File: src/rtl/instr_fetch_unit.sv
// Instruction fetch front end: owns the fetch PC, issues req/ack word reads and buffers
// returned words in a small FIFO. Define IFU_PERF_CNT_EN to add flush/drop counters.

module instr_fetch_unit #(
  parameter logic [31:0] PC_RESET   = 32'h0000_0000,
  parameter int          FIFO_DEPTH = 2
) (
  input  logic        clk,
  input  logic        reset,
  output logic        imem_req,
  output logic [31:0] imem_addr,
  input  logic        imem_ack,
  input  logic [31:0] imem_rdata,
  output logic        instr_valid,
  output logic [31:0] instr,
  output logic [5:0]  opcode,
  output logic [31:0] pc_plus4,
  input  logic        instr_ready,
  input  logic        Jump,
  input  logic        Branch,
  input  logic        Zero
`ifdef IFU_PERF_CNT_EN
  ,
  output logic [15:0] flush_count,
  output logic [15:0] drop_count
`endif
);

  localparam int PTR_W = $clog2(FIFO_DEPTH);
  localparam int CNT_W = $clog2(FIFO_DEPTH + 1);
  localparam logic [CNT_W-1:0] DEPTH_C = CNT_W'(FIFO_DEPTH);

  typedef enum logic [1:0] {
    IDLE = 2'd0,
    REQ  = 2'd1,
    DROP = 2'd2
  } state_e;

  state_e            state_q, state_d;
  logic [31:0]       fetch_pc_q, fetch_pc_d;
  logic [PTR_W-1:0]  rd_ptr_q, rd_ptr_d;
  logic [PTR_W-1:0]  wr_ptr_q, wr_ptr_d;
  logic [CNT_W-1:0]  count_q, count_d;
  logic [31:0]       fifo_instr_q [FIFO_DEPTH];
  logic [31:0]       fifo_instr_d [FIFO_DEPTH];
  logic [31:0]       fifo_pc4_q [FIFO_DEPTH];
  logic [31:0]       fifo_pc4_d [FIFO_DEPTH];
  logic              imem_req_q, imem_req_d;
  logic [31:0]       imem_addr_q, imem_addr_d;
  logic              instr_valid_q, instr_valid_d;
  logic [31:0]       instr_q, instr_d;
  logic [31:0]       pc_plus4_q, pc_plus4_d;

  logic              consume_s;
  logic              redirect_s;
  logic              ack_s;
  logic              push_s;
  logic [31:0]       jump_tgt_s;
  logic [31:0]       br_tgt_s;
  logic [31:0]       target_s;
  logic [CNT_W-1:0]  occ_pop_s;

  // Redirect decode for the head instruction and handshake qualification
  always_comb begin
    consume_s  = instr_valid_q & instr_ready;
    jump_tgt_s = {pc_plus4_q[31:28], instr_q[25:0], 2'b00};
    br_tgt_s   = pc_plus4_q + {{14{instr_q[15]}}, instr_q[15:0], 2'b00};
    redirect_s = consume_s & (Jump | (Branch & Zero));
    if (Jump) begin
      target_s = jump_tgt_s;
    end else begin
      target_s = br_tgt_s;
    end
    ack_s  = imem_ack & imem_req_q;
    push_s = ack_s & (state_q == REQ) & ~redirect_s;
  end

  // FIFO bookkeeping and next head presentation
  always_comb begin
    occ_pop_s    = count_q - CNT_W'(consume_s);
    fifo_instr_d = fifo_instr_q;
    fifo_pc4_d   = fifo_pc4_q;
    if (push_s) begin
      fifo_instr_d[wr_ptr_q] = imem_rdata;
      fifo_pc4_d[wr_ptr_q]   = fetch_pc_q + 32'd4;
    end else begin
      fifo_instr_d = fifo_instr_q;
      fifo_pc4_d   = fifo_pc4_q;
    end
    // A redirect flushes everything, including a word arriving this cycle
    if (redirect_s) begin
      count_d  = {CNT_W{1'b0}};
      rd_ptr_d = {PTR_W{1'b0}};
      wr_ptr_d = {PTR_W{1'b0}};
    end else begin
      count_d  = occ_pop_s + CNT_W'(push_s);
      rd_ptr_d = rd_ptr_q + PTR_W'(consume_s);
      wr_ptr_d = wr_ptr_q + PTR_W'(push_s);
    end
    if (count_d == {CNT_W{1'b0}}) begin
      instr_valid_d = 1'b0;
      instr_d       = instr_q;
      pc_plus4_d    = pc_plus4_q;
    end else if (occ_pop_s == {CNT_W{1'b0}}) begin
      instr_valid_d = 1'b1;
      instr_d       = imem_rdata;
      pc_plus4_d    = fetch_pc_q + 32'd4;
    end else begin
      instr_valid_d = 1'b1;
      instr_d       = fifo_instr_q[rd_ptr_d];
      pc_plus4_d    = fifo_pc4_q[rd_ptr_d];
    end
  end

  // Fetch PC and request FSM next state
  always_comb begin
    if (redirect_s) begin
      fetch_pc_d = target_s;
    end else if (push_s) begin
      fetch_pc_d = fetch_pc_q + 32'd4;
    end else begin
      fetch_pc_d = fetch_pc_q;
    end
    case (state_q)
      IDLE: begin
        if (occ_pop_s < DEPTH_C) begin
          state_d = REQ;
        end else begin
          state_d = IDLE;
        end
      end
      REQ: begin
        if (ack_s) begin
          if (count_d < DEPTH_C) begin
            state_d = REQ;
          end else begin
            state_d = IDLE;
          end
        end else if (redirect_s) begin
          state_d = DROP;
        end else begin
          state_d = REQ;
        end
      end
      DROP: begin
        if (ack_s) begin
          state_d = REQ;
        end else begin
          state_d = DROP;
        end
      end
      default: begin
        state_d = IDLE;
      end
    endcase
    imem_req_d = (state_d != IDLE);
    // An unacknowledged request keeps its address even after fetch_pc moves on
    if ((state_q != IDLE) && !ack_s) begin
      imem_addr_d = imem_addr_q;
    end else begin
      imem_addr_d = fetch_pc_d;
    end
  end

  // State and output registers
  always_ff @(posedge clk or posedge reset) begin
    if (reset) begin
      state_q       <= IDLE;
      fetch_pc_q    <= PC_RESET;
      rd_ptr_q      <= {PTR_W{1'b0}};
      wr_ptr_q      <= {PTR_W{1'b0}};
      count_q       <= {CNT_W{1'b0}};
      fifo_instr_q  <= '{default: 32'd0};
      fifo_pc4_q    <= '{default: 32'd0};
      imem_req_q    <= 1'b0;
      imem_addr_q   <= PC_RESET;
      instr_valid_q <= 1'b0;
      instr_q       <= 32'd0;
      pc_plus4_q    <= 32'd0;
    end else begin
      state_q       <= state_d;
      fetch_pc_q    <= fetch_pc_d;
      rd_ptr_q      <= rd_ptr_d;
      wr_ptr_q      <= wr_ptr_d;
      count_q       <= count_d;
      fifo_instr_q  <= fifo_instr_d;
      fifo_pc4_q    <= fifo_pc4_d;
      imem_req_q    <= imem_req_d;
      imem_addr_q   <= imem_addr_d;
      instr_valid_q <= instr_valid_d;
      instr_q       <= instr_d;
      pc_plus4_q    <= pc_plus4_d;
    end
  end

  assign imem_req    = imem_req_q;
  assign imem_addr   = imem_addr_q;
  assign instr_valid = instr_valid_q;
  assign instr       = instr_q;
  assign opcode      = instr_q[31:26];
  assign pc_plus4    = pc_plus4_q;

`ifdef IFU_PERF_CNT_EN
  logic        drop_s;
  logic [15:0] flush_count_q, flush_count_d;
  logic [15:0] drop_count_q, drop_count_d;

  // Saturating redirect and discarded-ack counters
  always_comb begin
    drop_s = ack_s & ((state_q == DROP) | redirect_s);
    if (redirect_s && (flush_count_q != 16'hFFFF)) begin
      flush_count_d = flush_count_q + 16'd1;
    end else begin
      flush_count_d = flush_count_q;
    end
    if (drop_s && (drop_count_q != 16'hFFFF)) begin
      drop_count_d = drop_count_q + 16'd1;
    end else begin
      drop_count_d = drop_count_q;
    end
  end

  // Counter registers
  always_ff @(posedge clk or posedge reset) begin
    if (reset) begin
      flush_count_q <= 16'd0;
      drop_count_q  <= 16'd0;
    end else begin
      flush_count_q <= flush_count_d;
      drop_count_q  <= drop_count_d;
    end
  end

  assign flush_count = flush_count_q;
  assign drop_count  = drop_count_q;
`endif

endmodule

File: config.mk
export PLATFORM = sky130hd
export DESIGN_NAME = instr_fetch_unit
export DESIGN_NICKNAME = d
export VERILOG_FILES = /design/src/rtl/instr_fetch_unit.sv
export SDC_FILE = /design/constraint.sdc
export NUM_CORES = 1
export LEC_CHECK = 0
export BUFFER_PORTS_ARGS = -buffer_cell sky130_fd_sc_hd__buf_2
export CORE_MARGIN = 4
export CORE_UTILIZATION = 54
export CTS_CLUSTER_SIZE = 20
export DETAILED_ROUTE_END_ITERATION = 8
export PLACE_DENSITY = 0.74
export SKIP_CTS_REPAIR_TIMING = 1
export SLEW_MARGIN = 30
export SYNTH_ARGS = -nofsm -noshare
export SYNTH_HDL_FRONTEND = slang
export SYNTH_SLANG_ARGS = --single-unit
File: constraint.sdc
create_clock -name clk -period 8.4 [get_ports clk]
set_input_delay 1.26 -clock clk [delete_from_list [all_inputs] [get_ports clk]]
set_output_delay 1.26 -clock clk [all_outputs]
set_load 0.005 [all_outputs]
==> metrics.yaml, run 1 <==
sta:
  rsz0062_at_grt: "false"
  timing.fmax_mhz: 223.0
  fin_crit_sh_pct: 53.38
  slew_headroom_pct: 38.05
  finalCriticalPeriod_ns: 4.484
  fin_skew_ns: 0.01183
  fin_tns_setup_ns: 0
  drv_slew: 0
  setup_viol: 0
  hold_violations: 0
  worst_pin_slew_ns: 0.9270
  layout_setup_ws_ns: 3.916
floorplanning:
  die_x_um: 167.6
  row_count: 58
  die_area_mm2: 0.02810
  core_mm2: 0.02511
  start_util_pct: 54.80
  io_pins: 143
  die_h_um: 167.6
critical_path:
  r2r_end: "pc_plus4[12]$_DFFE_PP0P_"
  crit_type: "input port to register"
  crit_family: "buffers and inverters"
  cp_max_fo: 82
  r2r-start: "state_q[0]$_DFF_PP0_"
  endpoint_kind: "register"
  critPathBufInv: 4
  start_kind: "input port"
  r2r_slack_ns: 4.18
  cpMaxStageDelayCell: "buf_4"
  crit_top_cell: "buf_4"
  crit_path_max_incr_delay_ns: 0.73
  cp_cell_sequence: "buf_2 -> buf_4 -> a21oi_1 -> nor2_2 -> buf_4 -> nor2_1 -> ha_1 -> nor2b_1 -> nor2_4 -> buf_4 -> o21ai_0"
  reg2reg_depth: 9
  cp.required_ns: 8.78
  cp.arrival_ns: 4.86
route:
  routed-via-count: 10721
  route.detailed.drc: 0
  firstDrtPassIters: 5
  vias_per_cell: 5.739
  routedWlPerCell_um: 18.33
  drt-initial-drc-count: 714
  drt_wl_total_um: 34250
  ant_nets: 0
global_routing:
  grt_max_degree: 112
  grt_pass1_wl_um: 55790
  grt-ovfl-total: 0
  antenna_found_initial: 2
  grt_pass1_vias: 10449
  grtUsageTotal_pct: 24.16
clock_tree:
  cts_max_path_buffers: 3
  cts_tree: "done"
  cts_buffers: 29
  cts.clk_slew.worst_paths_ns: 0.06
  root_buffer: "clkbuf_16"
  h-tree-depth: 1
  clock_sinks: 264
  clkLatencyLatePin_ns: 0.55
power:
  p_int_mw: 4.440
  share_seq_of_total_power_pct: 32.0
  p_per_area_mw_per_mm2: 492.3
  p_leak_nw: 7.095
  p_sw_share_pct: 42.78
  p_sw_mw: 3.320
  comb_power_share_pct: 50.5
  clkPwrFrac_pct: 17.5
  peakVddDrop_uv: 330.8
logic_synthesis:
  ys_ff_latch: 264
  syn_area_mm2: 0.01376
  synth.avg_cell_area_um2: 9.704
  synth_area_leaders: "dfrtp_1 48%, mux2_2 9.7%, a21oi_1 5.2%, nand2_1 5.2%, o21ai_0 4.5%"
  synth_edf_count: 0
  ys.flop_type: "dfrtp_1"
  synth_cells: 1418
  syn_nets: 1492
  synth_top_area_cell: "dfrtp_1"
  ys_seq_area_share_pct: 48.01
  async_flop_share_pct: 100.0
  ys_warn_count: 0
  yosysTopAreaCellShare_pct: 48.01
  ys_types: 63
layout:
  multi_input_area_mm2: 0.006792
  fin_cells: 1868
  drive_gt1_share_pct: 22.63
  area_delta_synth_final_pct: 14.55
  final_nets: 1591
  n_antenna_cell: 0
  fillers: 2115
  seq_area_mm2: 0.006606
placement:
  dp_slack_ns: 3.346
  dp_hpwl_um: 23410
  place_congestion: 0.9038
  port_buffers: 142
  dp_cells: 1816
outcome:
  status: "complete, no violations"
min_path:
  hold_path_end: "imem_addr[3]$_DFFE_PP0N_"
  hp-class: "register to register"
  worstHoldStart: "imem_addr[3]$_DFFE_PP0N_"
  min_path_cells: 2
flow_run:
  cap_viol_max_count: 0
-- how the worst max path moves through the flow --
stage	startpoint	end	depth (start not counted)
after detailed placement	Jump	pc_plus4[7]$_DFFE_PP0P_	11
after floorplan	reset	count_q[0]$_DFF_PP0_	1
after global placement	Jump	instr[10]$_DFFE_PP0P_	12
final	Jump	pc_plus4[12]$_DFFE_PP0P_	11
after global routing	Jump	pc_plus4[27]$_DFFE_PP0P_	12
after CTS	Jump	pc_plus4[12]$_DFFE_PP0P_	11
-- synthesized netlist by cell type (14+ instances only) --
library cell / number
xnor2_1: 50
a21oi_1: 142
nand2_1: 189
ha_1: 34
nor2_1: 150
inv_1: 18
xor2_1: 28
clkbuf_1: 65
o21ai_0: 124
dfrtp_1: 264
mux2i_1: 42
mux2_2: 119
nor3_1: 14
-- layout make-up --
type / instances / area share (%)
multi-input combinational: 1048 / 43.09
sequential: 264 / 41.91
timing repair buffer: 156 / 5.429
clock buffer: 40 / 5.310
tap: 330 / 2.619
clock inverter: 12 / 1.191
inverter: 18 / 0.4525
-- cell usage in the layout (no fill, tap or decap), types with 7 or more instances in the layout --
cell,synthesis,layout
dfrtp_1,264,264
nand2_1,189,188
nor2_1,150,148
buf_2,2,142
a21oi_1,142,141
o21ai_0,124,124
mux2_2,119,119
xnor2_1,50,50
mux2i_1,42,42
ha_1,34,32
clkbuf_16,0,29
xor2_1,28,28
inv_1,18,17
nor3_1,14,14
nand3_1,13,13
nand4_1,13,13
a21o_1,11,11
a31oi_1,11,11
a211oi_1,10,10
buf_4,7,10
nor2b_1,8,8
clkbuf_8,0,7
-- sequential cells by signal, indices dropped and copies added, names as in the netlist --
register      flops
instr_valid       1
wr_ptr_q          1
rd_ptr_q          1
instr            32
state_q           2
count_q           2
imem_req          1
imem_addr        32
pc_plus4         32
fetch_pc_q       32
fifo_pc4_q       64
fifo_instr_q     64
-- routing by layer --
layer  routed length (um)  part of all wire [%]  GRT usage [%]  vias to the layer above
met5                   27                 0.079              0                        -
met4                  778                   2.3          6.210                        4
met3                 2080                   6.1          4.060                       67
met2                15850                    46          38.01                      304
met1                15510                    45          35.23                     5195
li1                     -                     -              -                     5151
-- power by group through the flow --
stage	combinational (mW)	clock (mW)	sequential, mW
after floorplan	2.89	0	2.35
after global placement	3.79	0	2.46
after detailed placement	3.90	0	2.49
after CTS	3.93	1.37	2.48
after global routing	4.40	1.43	2.56
final	3.92	1.35	2.48
-- per-stage QoR --
stage | area (um^2) | total power, mW | util [%] | hold WS [ns]
after CTS | 15760 | 7.775 | 62.75 | 0.4706
after global routing | 15760 | 8.398 | 62.78 | 0.5008
final | 15760 | 7.760 | 62.78 | 0.4671
after detailed placement | 14730 | 6.388 | 58.67 | 0.4571
after global placement | 14700 | 6.255 | 58.56 | 0.4521
after floorplan | 13760 | 5.242 | - | 0.4628
-- kinds of logic after synthesis --
group | after synthesis | synth area share (%)
xor+xnor | 78 | 4.965
compound gates | 355 | 14.80
mux | 161 | 12.79
fa+ha+maj | 35 | 3.237
flops | 264 | 48.01
simple gates | 419 | 13.08
buf+inv | 106 | 3.110
-- tightest hold or removal path, stage by stage, from the launching register on --
cell and delay, ns:
dfrtp_1 0.33, nand2_1 0.05, nand2_1 0.05
Power figures use the tool's default switching activity.
==> run 2: changes to the inputs <==
--- a/config.mk
+++ b/config.mk
@@ -5,6 +5,7 @@
 export SDC_FILE = /design/constraint.sdc
 export NUM_CORES = 1
 export LEC_CHECK = 0
+export ABC_AREA = 1
 export BUFFER_PORTS_ARGS = -buffer_cell sky130_fd_sc_hd__buf_2
 export CORE_MARGIN = 4
 export CORE_UTILIZATION = 54
==> constraint.sdc (replaced) <==
create_clock -name clk -period 4.1 [get_ports clk]
set_input_delay 0.615 -clock clk [delete_from_list [all_inputs] [get_ports clk]]
set_output_delay 0.615 -clock clk [all_outputs]
set_load 0.005 [all_outputs]
==> run 2 against run 1 <==
Effect of this change: die area rose by 5.9%; highest routed layer is now met4; sequential power rose by 100%; synthesized cell count rose by 41%; first-iteration DRC count rose by 100%; flip-flop and latch count did not move.
==> metrics.yaml, run 2 <==
logic_synthesis:
  synth_common_cells: "762 x nand2_1, 264 x dfrtp_1, 202 x inv_1"  # was 264 x dfrtp_1, 189 x nand2_1, 150 x nor2_1
  yosysTopAreaCellShare_pct: 45.22  # was 48.01%
  synth.avg_cell_area_um2: 7.294  # was 9.704 um^2
  ys_types: 45  # was 63
  ys_ff_latch: 264  # unchanged
  syn_nets: 2077  # was 1492
  synth_top_area_cell: "dfrtp_1"  # unchanged
  synth_cells: 2003  # was 1418
  synth_area_leaders: "dfrtp_1 45%, nand2_1 20%, o21ai_0 6.4%, inv_1 5.2%, nand3_1 4.4%"  # was dfrtp_1 48%, mux2_2 9.7%, a21oi_1 5.2%, nand2_1 5.2%, o21ai_0 4.5%
  syn_area_mm2: 0.01461  # was 0.01376 mm^2
  ys.flop_type: "dfrtp_1"  # unchanged
  synth_edf_count: 0  # unchanged
  ys_warn_count: 0  # unchanged
  async_flop_share_pct: 100.0  # unchanged
  yosysMostFrequentCell: "nand2_1"  # was dfrtp_1
  ys_seq_area_share_pct: 45.22  # was 48.01%
layout:
  fillers: 2397  # was 2115
  multi_input_area_mm2: 0.006778  # was 0.006792 mm^2
  area_delta_synth_final_pct: 13.04  # was 14.55%
  final_cell_mix: "761 x nand2_1, 264 x dfrtp_1, 199 x inv_1"  # was 264 x dfrtp_1, 188 x nand2_1, 148 x nor2_1
  final_nets: 2172  # was 1591
  n_antenna_cell: 0  # unchanged
  layout_commonest_cell: "nand2_1"  # was dfrtp_1
  drive_gt1_share_pct: 12.36  # was 22.63%
  fin_cells: 2455  # was 1868
  reg_top3: "fifo_instr_q (64), fifo_pc4_q (64)"  # unchanged
  seq_area_mm2: 0.006606  # unchanged
critical_path:
  r2r_end: "fifo_pc4_q[19]$_DFFE_PP0P_"  # was pc_plus4[12]$_DFFE_PP0P_
  cp.required_ns: 4.51  # was 8.78 ns
  crit_type: "register to register"  # was input port to register
  cp.arrival_ns: 3.66  # was 4.86 ns
  endpoint_kind: "register"  # unchanged
  cp_max_fo: 56  # was 82
  reg2reg_depth: 9  # unchanged
  r2r_slack_ns: 0.84  # was 4.18 ns
  r2r-start: "imem_req$_DFF_PP0_"  # was state_q[0]$_DFF_PP0_
  start_kind: "register"  # was input port
flow_run:
  cap_viol_max_count: 0  # unchanged
route:
  ant_nets: 0  # unchanged
  firstDrtPassIters: 5  # unchanged
  routed-via-count: 13681  # was 10721
  route.detailed.drc: 0  # unchanged
  routedWlPerCell_um: 17.84  # was 18.33 um
  vias_per_cell: 5.573  # was 5.739
  drt-initial-drc-count: 1462  # was 714
  drt_wl_total_um: 43790  # was 34250 um
placement:
  dp_hpwl_um: 30980  # was 23410 um
  port_buffers: 142  # unchanged
  place_congestion: 0.9285  # was 0.9038
  dp_cells: 2403  # was 1816
power:
  p_int_mw: 8.443  # was 4.440 mW
  peakVddDrop_uv: 674.5  # was 330.8 uV
  p_sw_mw: 7.868  # was 3.320 mW
  p_per_area_mw_per_mm2: 987.6  # was 492.3 mW/mm^2
  p_sw_share_pct: 48.24  # was 42.78%
  p_leak_nw: 8.730  # was 7.095 nW
  comb_power_share_pct: 53.1  # was 50.5%
  clkPwrFrac_pct: 16.6  # was 17.5%
  share_seq_of_total_power_pct: 30.4  # was 32.0%
sta:
  drv_slew: 0  # unchanged
  timing.fmax_mhz: 307.0
  fin_crit_sh_pct: 79.46
  fin_tns_setup_ns: 0  # unchanged
  finalCriticalPeriod_ns: 3.258
  hold_violations: 0  # unchanged
  slew_headroom_pct: 37.52  # was 38.05%
  setup_viol: 0  # unchanged
  fin_skew_ns: 0.03693  # was 0.01183 ns
  rsz0062_at_grt: "false"  # unchanged
  worst_pin_slew_ns: 0.9358  # was 0.9270 ns
floorplanning:
  die_h_um: 172.5  # was 167.6 um
  start_util_pct: 55.44  # was 54.80%
  core_mm2: 0.02635  # was 0.02511 mm^2
  io_pins: 143  # unchanged
  die_area_mm2: 0.02975  # was 0.02810 mm^2
  row_count: 59  # was 58
  die_x_um: 172.5  # was 167.6 um
clock_tree:
  cts_buffers: 28  # was 29
  cts_tree: "done"  # unchanged
  h-tree-depth: 1  # unchanged
  cts.clk_slew.worst_paths_ns: 0.07  # was 0.06 ns
  clkLatencyLatePin_ns: 0.56  # was 0.55 ns
  clock_sinks: 264  # unchanged
  root_buffer: "clkbuf_16"  # unchanged
  cts_max_path_buffers: 3  # unchanged
global_routing:
  grt_pass1_vias: 12830  # was 10449
  grtUsageTotal_pct: 29.62  # was 24.16%
  grt_max_degree: 157  # was 112
  grt-ovfl-total: 0  # unchanged
  grt_pass1_wl_um: 69520  # was 55790 um
  antenna_found_initial: 0  # was 2
outcome:
  status: "complete, no violations"  # unchanged
min_path:
  hp-class: "input port to async pin"  # was register to register
[run 2: cell count changes after synthesis, sizes merged, moves of 52 or more]
| cell | previous run | this run |
|---|---|---|
| nand2 | 189 | 775 |
| inv | 18 | 211 |
| mux2 | 119 | 0 |
| nand3 | 14 | 131 |
| a21oi | 142 | 57 |
| o21ai | 128 | 211 |
| nor2 | 150 | 98 |
[run 2: how the worst max path moves through the flow]
| stage | start | to | slack, ns | cells past startpoint |
|---|---|---|---|---|
| 3_3_place_gp | imem_ack | pc_plus4[31]$_DFFE_PP0P_ | 0.83 | 12 |
| 6_report | imem_req$_DFF_PP0_ | fifo_pc4_q[19]$_DFFE_PP0P_ | 0.84 | 9 |
| 4_1_cts | imem_req$_DFF_PP0_ | pc_plus4[6]$_DFFE_PP0P_ | 0.99 | 10 |
| 5_1_grt | state_q[1]$_DFF_PP0_ | fifo_pc4_q[19]$_DFFE_PP0P_ | 0.60 | 10 |
| 2_1_floorplan | reset | count_q[0]$_DFF_PP0_ | 0.001 | 1 |
| 3_5_place_dp | imem_ack | pc_plus4[31]$_DFFE_PP0P_ | 0.73 | 12 |
[run 2: per-layer routing]
| layer | global-route usage [%] | part of all wire [%] |
|---|---|---|
| met5 | 0 | 0 |
| met4 | 7.040 | 2.3 |
| met3 | 6.036 | 9.4 |
| met2 | 44.75 | 43 |
| met1 | 44.16 | 45 |
[run 2: worst max-delay path, cell delays in order, from the launching register on]
cell	delay [ns]
dfrtp_1	0.40
nand2_1	0.19
nor2_4	0.30
nand2_1	0.12
inv_1	0.39
ha_1	0.31
clkinv_2	0.63
buf_4	0.51
nand2_1	0.11
o21ai_0	0.08
[run 2: cell families (layout without fill, tap and decap cells)]
kind of cell	Yosys count	in the layout	share of synthesized area, %
XOR/XNOR	31	31	1.910
AO/OA/AOI/OAI	336	336	12.67
buffers and inverters	310	427	8.436
AND/OR/NAND/NOR	1027	1027	28.72
flip-flops	264	264	45.22
adder cells (fa/ha/maj)	35	35	3.049
[run 2: final cells by class]
cell class	instances	share of cell area, %
Clock buffer	32	4.455
Clock inverter	20	1.568
Inverter	213	4.886
Multi-Input combinational cell	1429	41.04
Sequential cell	264	40.00
Tap cell	335	2.538
Timing Repair Buffer	162	5.515
[run 2: metrics by stage]
step	hold WS, ns	instance area [um^2]	setup WS (ns)	power (mW)	utilization (%)
2_1_floorplan	0.4422	14610	0.001481	10.72	-
3_3_place_gp	0.4537	15520	0.8311	13.24	58.89
3_5_place_dp	0.4583	15520	0.7272	13.46	58.89
4_1_cts	0.2608	16510	0.9854	16.23	62.66
5_1_grt	0.2859	16520	0.5968	17.75	62.67
6_report	0.2141	16520	0.8423	16.31	62.67
[run 2: power by group through the flow]
stage                     sequential (mW)  combinational, mW  clock (mW)
after floorplan                      4.70               6.02           0
after global placement               4.94               8.30           0
after detailed placement             4.95               8.51           0
after CTS                            4.92               8.57        2.73
after global routing                 5.09               9.82        2.84
final                                4.96               8.66        2.70
